File: src/rtl/rr_mux_arbiter_pkg.sv
// Shared defaults, FSM encoding and helpers for the round-robin mux arbiter.
// Everything here is imported by the picker and the top level.
package rr_mux_arbiter_pkg;

    localparam int DEF_N        = 8;
    localparam int DEF_SEL_W    = 3;
    localparam int DEF_MAX_HOLD = 4;

    typedef enum logic {
        IDLE  = 1'b0,
        GRANT = 1'b1
    } state_e;

    // Wide one-hot; callers truncate to their own N (N <= 64).
    function automatic logic [63:0] onehot(input logic [31:0] idx);
        return 64'd1 << idx;
    endfunction

endpackage

File: src/rtl/rr_mux_arbiter_rr_pick.sv
// Combinational rotate-priority picker: the first set req bit scanning
// ptr, ptr+1, ... wrapping modulo N.
module rr_pick
    import rr_mux_arbiter_pkg::*;
#(
    parameter int N     = DEF_N,
    parameter int SEL_W = DEF_SEL_W
) (
    input  logic [N-1:0]     req,
    input  logic [SEL_W-1:0] ptr,
    output logic             found,
    output logic [SEL_W-1:0] idx
);

    logic [SEL_W-1:0] j;

    // Scan from the far end so the smallest offset from ptr is written last.
    always_comb begin
        found = 1'b0;
        idx   = '0;
        j     = '0;
        for (int k = N - 1; k >= 0; k--) begin
            j = ptr + SEL_W'(k);
            if (req[j]) begin
                found = 1'b1;
                idx   = j;
            end
        end
    end

endmodule

File: src/rtl/rr_mux_arbiter.sv
// Round-robin arbiter driving the select of a built-in N:1 single-bit mux,
// with a maximum hold time per grant so no requester starves the others.
module rr_mux_arbiter
    import rr_mux_arbiter_pkg::*;
#(
    parameter int N        = DEF_N,
    parameter int SEL_W    = DEF_SEL_W,
    parameter int MAX_HOLD = DEF_MAX_HOLD
) (
    input  logic             clk,
    input  logic             rst_n,
    input  logic [N-1:0]     req,
    input  logic [N-1:0]     in,
    output logic [N-1:0]     gnt,
    output logic [SEL_W-1:0] sel,
    output logic             valid,
    output logic             y,
    output logic             switch_pulse,
    output logic             state_o
);

    localparam int HOLD_W = (MAX_HOLD > 1) ? $clog2(MAX_HOLD) : 1;

    state_e            state_q;
    logic [SEL_W-1:0]  ptr_q;
    logic [HOLD_W-1:0] hold_q;
    logic [N-1:0]      gnt_q;
    logic [SEL_W-1:0]  sel_q;
    logic              valid_q;
    logic              switch_q;

    logic [SEL_W-1:0]  pick_ptr_d;
    logic              pick_found;
    logic [SEL_W-1:0]  pick_idx;
    logic              hold_d;

    // In GRANT the picker only matters on release, where the scan starts
    // just past the current owner so that owner is naturally last.
    assign pick_ptr_d = (state_q == GRANT) ? sel_q + SEL_W'(1) : ptr_q;
    assign hold_d     = req[sel_q] && (hold_q < HOLD_W'(MAX_HOLD - 1));

    rr_pick #(
        .N     (N),
        .SEL_W (SEL_W)
    ) u_pick (
        .req   (req),
        .ptr   (pick_ptr_d),
        .found (pick_found),
        .idx   (pick_idx)
    );

    always_ff @(posedge clk or negedge rst_n) begin
        if (!rst_n) begin
            state_q  <= IDLE;
            ptr_q    <= '0;
            hold_q   <= '0;
            gnt_q    <= '0;
            sel_q    <= '0;
            valid_q  <= 1'b0;
            switch_q <= 1'b0;
        end else begin
            case (state_q)
                IDLE: begin
                    switch_q <= 1'b0;
                    if (pick_found) begin
                        gnt_q    <= N'(onehot(32'(pick_idx)));
                        sel_q    <= pick_idx;
                        valid_q  <= 1'b1;
                        switch_q <= 1'b1;
                        hold_q   <= '0;
                        state_q  <= GRANT;
                    end
                end
                GRANT: begin
                    if (hold_d) begin
                        hold_q   <= hold_q + HOLD_W'(1);
                        switch_q <= 1'b0;
                    end else begin
                        ptr_q <= sel_q + SEL_W'(1);
                        if (pick_found) begin
                            gnt_q    <= N'(onehot(32'(pick_idx)));
                            sel_q    <= pick_idx;
                            switch_q <= 1'b1;
                            hold_q   <= '0;
                        end else begin
                            gnt_q    <= '0;
                            valid_q  <= 1'b0;
                            switch_q <= 1'b0;
                            hold_q   <= '0;
                            state_q  <= IDLE;
                        end
                    end
                end
                default: state_q <= IDLE;
            endcase
        end
    end

    // req is level-held by each requester until it is granted; gnt, sel and
    // valid are registered, and y is the only combinational output.
    assign gnt          = gnt_q;
    assign sel          = sel_q;
    assign valid        = valid_q;
    assign switch_pulse = switch_q;
    assign state_o      = state_q;
    assign y            = valid_q & in[sel_q];

endmodule

File: config.mk
export PLATFORM = sky130hd
export DESIGN_NAME = rr_mux_arbiter
export DESIGN_NICKNAME = d
export VERILOG_FILES = /design/src/rtl/rr_mux_arbiter_pkg.sv /design/src/rtl/rr_mux_arbiter_rr_pick.sv /design/src/rtl/rr_mux_arbiter.sv
export SDC_FILE = /design/constraint.sdc
export NUM_CORES = 1
export LEC_CHECK = 0
export CORE_MARGIN = 1.5
export CORE_UTILIZATION = 39
export CTS_CLUSTER_SIZE = 28
export DETAILED_ROUTE_END_ITERATION = 7
export GPL_TIMING_DRIVEN = 0
export PLACE_DENSITY = 0.67
export SETUP_SLACK_MARGIN = 0.3
export SYNTH_ARGS = -nofsm -noshare
export SYNTH_HDL_FRONTEND = slang
export SYNTH_SLANG_ARGS = --single-unit
File: constraint.sdc
create_clock -name clk -period 4.8 [get_ports clk]
set_input_delay 0.96 -clock clk [delete_from_list [all_inputs] [get_ports clk]]
set_output_delay 0.96 -clock clk [all_outputs]
set_load 0.02 [all_outputs]
After elaboration in Yosys (flattened, before gate mapping)
Cells that the tools add are included.

Equal/unequal tests: 3. Reductions and logical operators: 4. Multiply operators: 0. $lt $le $gt $ge: 10. Add/sub/neg operators: 9. Shift operators: 1. Div/mod/pow operators: 0. Muxes and demuxes: 56. Bitwise operators: 3.

Operators with widths (count): 3-bit by 4-bit < comparator with 1-bit output (second input constant) (9); 3-bit two-way mux (11); 1-bit binary-select mux with 3-bit select (10); 1-bit two-way mux (24); 8-bit two-way mux (3); 8-bit one-hot mux with 2 select lines (1); 3-bit adder (second input constant) (4); 1-bit by 3-bit left shift with 8-bit output (first input constant) (1); 3-bit by 1-bit adder with 3-bit output (second input constant) (2); 3-bit by 2-bit adder with 3-bit output (second input constant) (2); 2-bit != test (second input constant) (3); 1-bit one-hot mux with 2 select lines (3); 3-bit one-hot mux with 2 select lines (1); 2-bit two-way mux (2); 2-bit one-hot mux with 2 select lines (1); 2-bit AND reduction (2); 3-bit AND reduction (1); 2-bit by 1-bit adder with 2-bit output (second input constant) (1); 2-bit < comparator (second input constant) (1); 1-bit NOT (2); 1-bit AND (1); 1-bit logical AND (1).

Bits in read-only memories: 0. Logic and storage cells: 93. Bits in registers: 19. RAM bits: 0. Latch bits: 0. Memories: 0.

Longest topological paths before layout
Gate-level depths: netlist of the first run.

Depth in word-level cells: 17. Depth in mapped cells: 16.

Hierarchy
A second synthesis of the first run with hierarchy kept.

Cell total of the unflattened synthesis: 204. Area, all modules: 1946.9 µm².

Modules (own cells, without submodules): rr_mux_arbiter (area an instance 1164.9 µm², cells an instance 114, instances 1, seq. area each 475.5 µm²); rr_pick (area an instance 782.0 µm², cells an instance 90, instances 1, seq. area each 0.0 µm²).

Least setup slack after synthesis of the first run
OpenSTA, ideal clock, no wires.

Path kind: reg2reg. Start: reg sel_q[1], in the netlist sel[1]. End: reg gnt_q[0], in the netlist gnt[0]. Path buffers: 3. Setup slack: 1.184 ns. Stages on the path, launching flop included: 16. Arrival: 3.494 ns. Path through: dfrtp_1 -> ha_1 -> mux2_2 -> clkbuf_1 -> ha_1 -> buf_2 -> mux2i_1 -> nand3_1 -> a21boi_0 -> mux2i_1 -> and4b_1 -> nor4b_4 -> or2_1 -> buf_4 -> nor2_2 -> a32o_1.

Word-level cells in the longest chain between the ends: 17. Elaborated cells between the ends (all ways): 52. Classes of those cells: add/sub: 8; eq/ne: 2; shift: 1; mux: 39; reduce/logical: 2.

RTL lines: from (decl) (line rr_mux_arbiter.sv:28) `logic [SEL_W-1:0] sel_q;`; from (signal assigned) (line rr_mux_arbiter.sv:67) `sel_q <= pick_idx;`; from (signal assigned) (line rr_mux_arbiter.sv:82) `sel_q <= pick_idx;`; 3-bit by 1-bit adder with 3-bit output (line rr_mux_arbiter.sv:39) `assign pick_ptr_d = (state_q == GRANT) ? sel_q + SEL_W'(1) : ptr_q;`; 3-bit two-way mux (line rr_mux_arbiter.sv:39); 3-bit adder (line rr_mux_arbiter_rr_pick.sv:23) `j = ptr + SEL_W'(k);`; 1-bit binary-select mux with 3-bit select (line rr_mux_arbiter_rr_pick.sv:24) `if (req[j]) begin`; 1-bit two-way mux (not written as such) (line rr_mux_arbiter_rr_pick.sv:24); 3-bit two-way mux (8 in a row) (line rr_mux_arbiter_rr_pick.sv:24); 1-bit by 3-bit left shift with 8-bit output (line rr_mux_arbiter_pkg.sv:16) `return 64'd1 << idx;`; 8-bit two-way mux (line rr_mux_arbiter.sv:80) `if (pick_found) begin`; 8-bit two-way mux (line rr_mux_arbiter.sv:75) `if (hold_d) begin`; 8-bit one-hot mux with 2 select lines (line rr_mux_arbiter.sv:62) `case (state_q)`; to (signal assigned) (line rr_mux_arbiter.sv:66) `gnt_q <= N'(onehot(32'(pick_idx)));`; to (signal assigned) (line rr_mux_arbiter.sv:81) `gnt_q <= N'(onehot(32'(pick_idx)));`; to (decl) (line rr_mux_arbiter.sv:27) `logic [N-1:0] gnt_q;`.

Parallel ways exist; a longest one is shown, timed or not. The select of a mux whose other input is x is not followed. A chain may end at the register's enable or synchronous reset.

Final worst setup path of the first run
Start: reg sel_q[1], in the netlist sel[1]. End: reg gnt_q[6], in the netlist gnt[6].

The elaborated chain is that of the path after synthesis.

==> impl_results.md, run 1 <==
- Status: completed
- Die width: about 72 µm
- Top FF cell, synth: dfrtp_1
- ANT cells: 0
- Clock Sinks: 19
- Post-synthesis async set-or-reset flop share: between 90% and 100%
- Element type at the critical path end: register
- Initial Utilization: a little over two fifths
- Synth top area share: 25.5%
- Clock latency on the worst-skew pair: 260 ps
- Final min period: approximately 4000 ps
- Layout cells sized above 1: 12.6%
- Library cells used by synthesis: between 60 and 70
- DP HPWL: between 3000 and 4000 µm
- Final Hold Fails: 0
- Mapped Area: ~0.0019 mm²
- Fmax achieved: about 250 MHz
- Die area: approximately 0.0052 mm²
- Fin nets: approximately 250
- Data required, critical path: 4960 ps
- DRC viols: 0
- Total core area: about 0.0045 mm²
- GRT Overall Usage: a little under a fifth
- Slew Limit Headroom: between 40% and 50%
- Syn nets: 209
- Class of the worst hold path: register to register
- Critical Path AT: ~4200 ps
- Layout area overhead: 23.2%
- Synth warn: 0
- EDFF count, synth: 0
- Clock tree buffer depth: 2
- Placed cell areas: between 0.002 and 0.0025 mm²
- Path depth of the worst reg2reg path: 14
- Total grt overflow: 0
- Setup Fix Bufs, Post-CTS: 0
- CP Launch Type: register
- # port buffers: 32
- WS Path Type: register to register
- Mean cell area of the mapped netlist: 9.96 µm²
- Most common cell in the netlist: dfrtp_1
- Synth top cells by count: dfrtp_1, nand2_1, mux2i_1, o21ai_0
- Reg clk slew, reported paths: about 70 ps
- Wire per inst: around 17 µm
- Max Transition Viols Final: 0
- RePlAce Congestion: roughly 0.85
- Largest area contributor in the netlist: dfrtp_1
- Hold Crit Depth: 1
- Total number of vias: 1,671
- CTS tree: done
- Syn Inst Count: roughly 190
- Setup Skew: approximately 1.4 ps
- Num CTS Buffers: 3
- Initial antenna violation count: 0
- DRT Pass-1 Iters: 4
- Routed WL: 4560 µm
- Max-cap violations: 0
- Vias in the first global route: around 1,500
- Setup TNS: 0 ps
- Crit-path max FO: 10
- Final setup violation count: 0
- First-pass GRT wire length: between 7000 and 8000 µm
- Die Ht: approximately 72 µm
- Detail Route Antenna Nets: 0
- Largest cells by area after synthesis: dfrtp_1, mux2i_1, mux4_1
- Largest net degree at the start of global routing: 20
- Starting DRT DRC Count: 74
- RSZ-0062 raised after global routing: false
- Boundary Pins: 33
- H-tree levels: 1
- Register area share after synthesis: around 26%
- Period utilisation layout: a little over four fifths
- Clk root buf: clkbuf_8
- Final Instance Area: ~0.0023 mm²
- Synthesized flop and latch total: 19
- FP Rows: 24
- Mean number of vias per cell: about 6
- Slew @ Worst Pin: 853 ps
==> state kept, by name, indices dropped and copies added, names as in the netlist <==
signal        flops
state_o           1
sel               3
ptr_q             3
gnt               8
hold_q            2
valid             1
switch_pulse      1
==> cell usage in the layout (no fill, tap or decap), types with 5 or more instances in the layout <==
cell type / count
a21oi_1: 9
nor2_1: 5
nor2b_1: 5
nand2b_1: 5
nand3_1: 5
inv_1: 9
mux2_2: 5
o21ai_0: 13
nand2_1: 18
mux4_1: 5
mux2i_1: 17
o32ai_1: 5
dfrtp_1: 19
clkdlybuf4s50_1: 32
==> what timing repair did <==
action,CTS,global route
gates resized for setup,0,1
endpoints found under the setup margin,0,4
hold buffers,0,0
==> cell families after synthesis <==
kind of cell / synth area share, %
xor gates and xnor gates: 3.76
muxes: 23.7
DFF: 25.5
adders and majority gates: 2.69
and+or+nand+nor: 16.5
buffers and inverters: 4.77
AOI/OAI and AO/OA: 23.1
==> stage by stage <==
stage | cells | worst slack (ps) | hold WS [ps] | util [%]
2_1_floorplan | 187 | 1180 | 464 | -
3_3_place_gp | 271 | 657 | 482 | 50.2
3_5_place_dp | 271 | 643 | 480 | 50.2
4_1_cts | 275 | 619 | 496 | 51.3
5_1_grt | 275 | 355 | 511 | 51.3
6_report | 275 | 731 | 491 | 51.3
==> worst max-delay path, stage by stage (launching register included) <==
cell and delay (ps):
dfrtp_1 480, ha_1 360, mux2_2 320, clkbuf_1 240
ha_1 340, buf_2 190, mux2i_1 140, nand3_1 110
a21boi_1 350, mux2i_1 220, and4b_1 260, nor4b_4 140
a21oi_1 350, nand2_1 190, o32ai_1 270
==> routing by layer <==
metal  vias to the layer above  wire (µm)  track usage (%)
met2                        67       1980             28.5
li1                        794          -                -
met3                         8        289             3.89
met4                         0         69             4.19
met5                         -          0                0
met1                       802       2220             26.0
==> cell type report <==
cell class / count / area, µm²
Inverter: 11 / 46.3
Buffer: 6 / 42.5
Clock buffer: 3 / 41.3
Sequential cell: 19 / 475
Timing Repair Buffer: 32 / 320
Multi-Input combinational cell: 151 / 1300
Fill cell: 428 / 2180
Tap cell: 52 / 65.1
Clock inverter: 1 / 5.00
==> path summary, 6_finish.rpt <==
kind / end / slack [ps] / from
worst max register to register: gnt[6] / 730 / sel[1]
worst max-delay path: gnt[6] / 730 / sel[1]
worst min-delay path: gnt[0] / 490 / gnt[0]
min in group asynchronous: valid / 1180 / rst_n
max in group asynchronous: gnt[4] / 3090 / rst_n
worst min register to register: gnt[0] / 490 / gnt[0]
Power of run 1 is left out: the tool's default activity adds up to more than one toggle a clock period on the data nets, which glitch-free logic cannot reach.
==> run 2, diff against run 1 <==
- clock period: 4.8 -> 4 ns (I/O delays scaled with it)
==> run 2 against run 1 <==
  * Register-to-register slack lost 250 ps
  * Via count rose by 2.0%
  * Cell area rose by 5.7%
  * Critical endpoint is now gnt[3]
==> impl_results.md, run 2 (synthesis results as in run 1) <==
- Setup TNS: 0 ps (unchanged)
- RePlAce Congestion: 0.845 (unchanged)
- Filler cell count: 416 (was 428)
- Register Area: 478 µm² (was 475 µm²)
- GRT Overall Usage: 18.7% (was 18.2%)
- CP Launch Type: register (unchanged)
- Mean number of vias per cell: 6.09 (was 6.08)
- Clock Sinks: 19 (unchanged)
- Final setup violation count: 0 (unchanged)
- Max-cap violations: 0 (unchanged)
- Initial Utilization: 41.6% (unchanged)
- Final min period: 3520 ps (was 4070 ps)
- Clock latency on the worst-skew pair: 260 ps (about the same)
- DRC viols: 0 (unchanged)
- Element type at the critical path end: register (unchanged)
- Status: completed (unchanged)
- Most frequent cells in the layout: clkdlybuf4s50_1, nand2_1, dfrtp_1 (was clkdlybuf4s50_1, dfrtp_1, nand2_1)
- Slew Limit Headroom: 41.8% (was 42.9%)
- Commonest non-fill, non-tap cell in the layout: clkdlybuf4s50_1 (unchanged)
- Period utilisation layout: 88.0% (was 84.8%)
- Die width: 72.1 µm (unchanged)
- ANT cells: 0 (unchanged)
- FP Rows: 24 (unchanged)
- Flip-flop count of the largest register after layout: 8 (unchanged)
- Data required, critical path: 4140 ps (was 4960 ps)
- DRT Pass-1 Iters: 4 (unchanged)
- Hold Crit Depth: 1 (unchanged)
- CTS tree: done (unchanged)
- Total number of vias: 1,704 (was 1,671)
- Critical Path AT: 3660 ps (was 4230 ps)
- Crit-path max FO: 10 (unchanged)
- Layout cells sized above 1: 20.2% (was 12.6%)
- Boundary Pins: 33 (unchanged)
- Path depth of the worst reg2reg path: 15 (was 14)
- Slowest stage delay, CP: 440 ps (was 480 ps)
- Slew @ Worst Pin: 870 ps (was 853 ps)
- Crit-path most repeated cell: mux2i_1
- Layout area overhead: 30.2% (was 23.2%)
- Fin nets: 251 (was 246)
- Detail Route Antenna Nets: 0 (unchanged)
- Reg clk slew, reported paths: 70 ps (about the same)
- Clk root buf: clkbuf_8 (unchanged)
- Clock tree buffer depth: 2 (unchanged)
- Total core area: 0.00447 mm² (unchanged)
- RSZ-0062 raised after global routing: false (unchanged)
- Worst reg2reg startpoint: sel[0] (was sel[1])
- Largest net degree at the start of global routing: 20 (unchanged)
- Total grt overflow: 0 (unchanged)
- Vias in the first global route: 1,591 (was 1,546)
- Setup slack, reg-to-reg: 480 ps (was 730 ps)
- Crit-path cells: ha_4 -> mux2_2 -> clkbuf_4 -> ha_1 -> buf_6 -> mux2i_1 -> nand3_1 -> a21boi_4 -> mux2i_1 -> and4b_1 -> nor4b_4 -> or2_1 -> buf_4 -> nor2_4 -> a32o_1 (was ha_1 -> mux2_2 -> clkbuf_1 -> ha_1 -> buf_2 -> mux2i_1 -> nand3_1 -> a21boi_1 -> mux2i_1 -> and4b_1 -> nor4b_4 -> a21oi_1 -> nand2_1 -> o32ai_1)
- Wire per inst: 16.9 µm (was 16.6 µm)
- First-pass GRT wire length: 7670 µm (was 7490 µm)
- Max Transition Viols Final: 0 (unchanged)
- Setup Skew: 4.94 ps (was 1.43 ps)
- Worst Hold Path EP: gnt[0] (unchanged)
- # port buffers: 32 (unchanged)
- Kind of cell adding the most delay to the critical path: simple AND/OR/NAND/NOR gates (was compound AO/OA/AOI/OAI gates)
- Area occupied by multi-input gates: 0.00138 mm² (was 0.00130 mm²)
- DP HPWL: 3490 µm (unchanged)
- Routed WL: 4730 µm (was 4560 µm)
- Die area: 0.00520 mm² (unchanged)
- Num CTS Buffers: 3 (unchanged)
- Initial antenna violation count: 0 (unchanged)
- Final design utilization: 54.2% (was 51.3%)
- H-tree levels: 1 (unchanged)
- Starting DRT DRC Count: 80 (was 74)
- Die Ht: 72.1 µm (unchanged)
- WP buf/inv: 3 (was 2)
- Fmax achieved: 284 MHz (was 246 MHz)
- WS Path Type: register to register (unchanged)
- Hold-fix buffers, CTS: 0 (unchanged)
- Class of the worst hold path: register to register (unchanged)
- Reg2reg end: gnt[3] (was gnt[6])
- HP Start: gnt[0] (unchanged)
- Slowest CP cell: dfrtp_2 (was dfrtp_1)
- Final Hold Fails: 0 (unchanged)
run 2: cell types whose count changed in the layout (fill, tap and decap cells not counted), moves of 2 or more:
cell | previous run | this run
a21oi_1 | 9 | 7
buf_4 | 1 | 6
dfrtp_1 | 19 | 17
dfrtp_2 | 0 | 2
run 2: per-stage QoR:
stage	setup slack (ps)	std cells	cell area (µm²)	hold slack, ps
3_3_place_gp	-143	271	2250	482
3_5_place_dp	-157	271	2250	480
6_report	480	280	2420	493
2_1_floorplan	384	187	1860	464
5_1_grt	308	280	2420	511
4_1_cts	305	278	2340	496
run 2: worst register-to-register path: cells and delay by family (launching register included):
family	cells	cell delay, ps
mux	3	700
buf+inv	3	480
compound gates	2	430
fa+ha+maj	2	560
simple gates	5	790
flops	1	440
run 2: routing by layer:
| metal | share of wire [%] | vias to the layer above | track usage [%] |
|---|---|---|---|
| met5 | 0 | - | 0 |
| met4 | 1.5 | 0 | 4.19 |
| met3 | 8.1 | 10 | 3.89 |
| met2 | 44 | 92 | 29.9 |
| met1 | 46 | 796 | 26.0 |
| li1 | - | 806 | - |
run 2: final cells by class:
type,count,area share [%]
multi-input combinational,151,56.9
clock inverter,1,0.206
buffer,6,2.17
timing repair buffer,37,14.8
inverter,11,1.91
tap,52,2.68
sequential,19,19.7
clock buffer,3,1.70
run 2: repair_timing:
action	CTS	global route
buffers inserted	3	2
resized for setup	9	12
endpoints found under the setup margin	15	11
pin swaps	0	3
run 2: how the worst max path moves through the flow:
stage               endpoint  slack [ps]  cells past startpoint    from
finish                gnt[3]         480                     15  sel[0]
CTS                   gnt[2]         300                     15  sel[0]
detailed placement    gnt[4]        -160                     14  sel[1]
floorplan             gnt[0]         380                     15  sel[1]
global placement      gnt[6]        -140                     14  sel[1]
global route          gnt[3]         310                     15  sel[0]
Power of run 2 is left out for the same reason.
==> run 3, diff against run 2 <==
- PLACE_DENSITY: 0.67 -> unset
- PLACE_DENSITY_LB_ADDON: unset -> 0.15
==> run 3 against run 2 <==
  * Die area did not move
  * Critical path depth did not move
  * Flip-flop and latch count did not move
  * Global-route usage rose by 1.3 points
  * First-iteration DRC count rose by 29%
  * Core utilization rose by 0.20 points
  * Non-clock buffer count rose by 3
  * Critical path type unchanged
  * Clock skew fell by 2.9 ps
  * Register-to-register slack got worse by 30 ps
  * Critical endpoint is now gnt[1]
==> impl_results.md, run 3 (synthesis results as in run 1) <==
- Status: completed (unchanged)
- Placed cell areas: 0.00225 mm² (unchanged)
- Max-cap violations: 0 (unchanged)
- Worst reg2reg startpoint: sel[0] (unchanged)
- RePlAce Congestion: 0.821 (was 0.845)
- Worst Hold Path EP: gnt[3] (was gnt[0])
- Slowest CP cell: dfrtp_1 (was dfrtp_2)
- CTS tree: done (unchanged)
- Mean number of vias per cell: 6.01 (was 6.09)
- Die width: 72.1 µm (unchanged)
- Path depth of the worst reg2reg path: 15 (unchanged)
- Placed cell count: 271 (unchanged)
- ANT cells: 0 (unchanged)
- Hold Crit Depth: 1 (unchanged)
- Data required, critical path: 4140 ps (about the same)
- Largest net degree at the start of global routing: 20 (unchanged)
- Class of the worst hold path: register to register (unchanged)
- DRT Pass-1 Iters: 4 (unchanged)
- # port buffers: 32 (unchanged)
- RSZ-0062 raised after global routing: false (unchanged)
- FP Rows: 24 (unchanged)
- Final Instance Area: 0.00243 mm² (was 0.00242 mm²)
- Flip-flop count of the largest register after layout: 8 (unchanged)
- Starting DRT DRC Count: 103 (was 80)
- Wire per inst: 17.5 µm (was 16.9 µm)
- Num CTS Buffers: 3 (unchanged)
- DRC viols: 0 (unchanged)
- Max Transition Viols Final: 0 (unchanged)
- Total grt overflow: 0 (unchanged)
- Final Hold Fails: 0 (unchanged)
- Initial antenna violation count: 0 (unchanged)
- Boundary Pins: 33 (unchanged)
- H-tree levels: 1 (unchanged)
- Die area: 0.00520 mm² (unchanged)
- Kind of cell adding the most delay to the critical path: simple AND/OR/NAND/NOR gates (unchanged)
- Clock Sinks: 19 (unchanged)
- Reg2reg end: gnt[1] (was gnt[3])
- Slew Limit Headroom: 43.0% (was 41.8%)
- Slew @ Worst Pin: 852 ps (was 870 ps)
- Clock tree buffer depth: 2 (unchanged)
- Die Ht: 72.1 µm (unchanged)
- DP HPWL: 3790 µm (was 3490 µm)
- Final setup violation count: 0 (unchanged)
- Routed WL: 4950 µm (was 4730 µm)
- WS Path Type: register to register (unchanged)
- GRT Overall Usage: 19.9% (was 18.7%)
- Fin nets: 254 (was 251)
- Setup Skew: 2.01 ps (was 4.94 ps)
- Initial Utilization: 41.6% (unchanged)
- Hold-fix buffers, CTS: 0 (unchanged)
- Setup slack, reg-to-reg: 450 ps (was 480 ps)
- Total core area: 0.00447 mm² (unchanged)
- Final min period: 3550 ps (was 3520 ps)
- Commonest non-fill, non-tap cell in the layout: clkdlybuf4s50_1 (unchanged)
- Slowest stage delay, CP: 410 ps (was 440 ps)
- Layout area overhead: 30.7% (was 30.2%)
- Crit-path cells: ha_4 -> mux2_2 -> buf_4 -> ha_1 -> buf_6 -> mux2i_1 -> nand3_1 -> a21boi_4 -> mux2i_2 -> and4b_1 -> nor4b_4 -> or2_1 -> buf_4 -> nor2_2 -> a32o_1 (was ha_4 -> mux2_2 -> clkbuf_4 -> ha_1 -> buf_6 -> mux2i_1 -> nand3_1 -> a21boi_4 -> mux2i_1 -> and4b_1 -> nor4b_4 -> or2_1 -> buf_4 -> nor2_4 -> a32o_1)
- Clock latency on the worst-skew pair: 250 ps (was 260 ps)
- First-pass GRT wire length: 8260 µm (was 7670 µm)
- Final non-filler cell total: 283 (was 280)
- CP Launch Type: register (unchanged)
- Detail Route Antenna Nets: 0 (unchanged)
- Most frequent cells in the layout: clkdlybuf4s50_1, nand2_1, dfrtp_1 (unchanged)
- Total number of vias: 1,702 (was 1,704)
- Layout cells sized above 1: 20.3% (was 20.2%)
- Fmax achieved: 282 MHz (was 284 MHz)
- Crit-path most repeated cell: buf_4 (was mux2i_1)
- Element type at the critical path end: register (unchanged)
- Vias in the first global route: 1,707 (was 1,591)
- HP Start: gnt[3] (was gnt[0])
- Reg clk slew, reported paths: 70 ps (about the same)
- WP buf/inv: 3 (unchanged)
- Crit-path max FO: 10 (unchanged)
- Clk root buf: clkbuf_8 (unchanged)
- Period utilisation layout: 88.7% (was 88.0%)
- Critical Path AT: 3690 ps (was 3660 ps)
-- run 3: cell type report --
type                            count  area [µm²]
Buffer                              6        52.6
Clock buffer                        3        41.3
Clock inverter                      1        5.00
Fill cell                         397        2040
Inverter                           11        46.3
Multi-Input combinational cell    151        1370
Sequential cell                    19         477
Tap cell                           52        65.1
Timing Repair Buffer               40         380
-- run 3: per-stage QoR --
step                hold slack, ps  worst slack [ps]  setup TNS [ps]  utilization [%]
finish                         494               451               0             54.4
global route                   524               266               0             54.4
CTS                            499               305               0             53.1
detailed placement             482              -204           -1490             50.2
global placement               483              -105            -788             50.2
floorplan                      464               384               0                -
-- run 3: worst register-to-register path: cells and delay by family, from the launching register on --
family,cells,cell delay (ps)
muxes,3,680
adders and majority gates,2,570
and+or+nand+nor,5,870
DFF,1,410
AOI/OAI and AO/OA,2,440
buffers and inverters,3,450
-- run 3: worst max path at each step --
stage                     startpoint  endpoint  cells after the start
final                         sel[0]    gnt[1]                     15
after global routing          sel[0]    gnt[1]                     15
after CTS                     sel[0]    gnt[1]                     15
after detailed placement      sel[1]    gnt[6]                     14
after global placement        sel[1]    gnt[6]                     14
after floorplan               sel[1]    gnt[0]                     15
-- run 3: per-layer routing --
| metal | share of wire, % | track usage (%) |
|---|---|---|
| met1 | 47 | 27.1 |
| met5 | 0 | 0 |
| met3 | 4.4 | 3.47 |
| met4 | 0.20 | 1.47 |
| met2 | 48 | 34.8 |
-- run 3: repair_timing --
action                     CTS  global route
buffers inserted             6             2
resized for setup           11             8
pin swaps                    0             3
setup endpoints to repair   15            13
Power of run 3 is left out for the same reason.
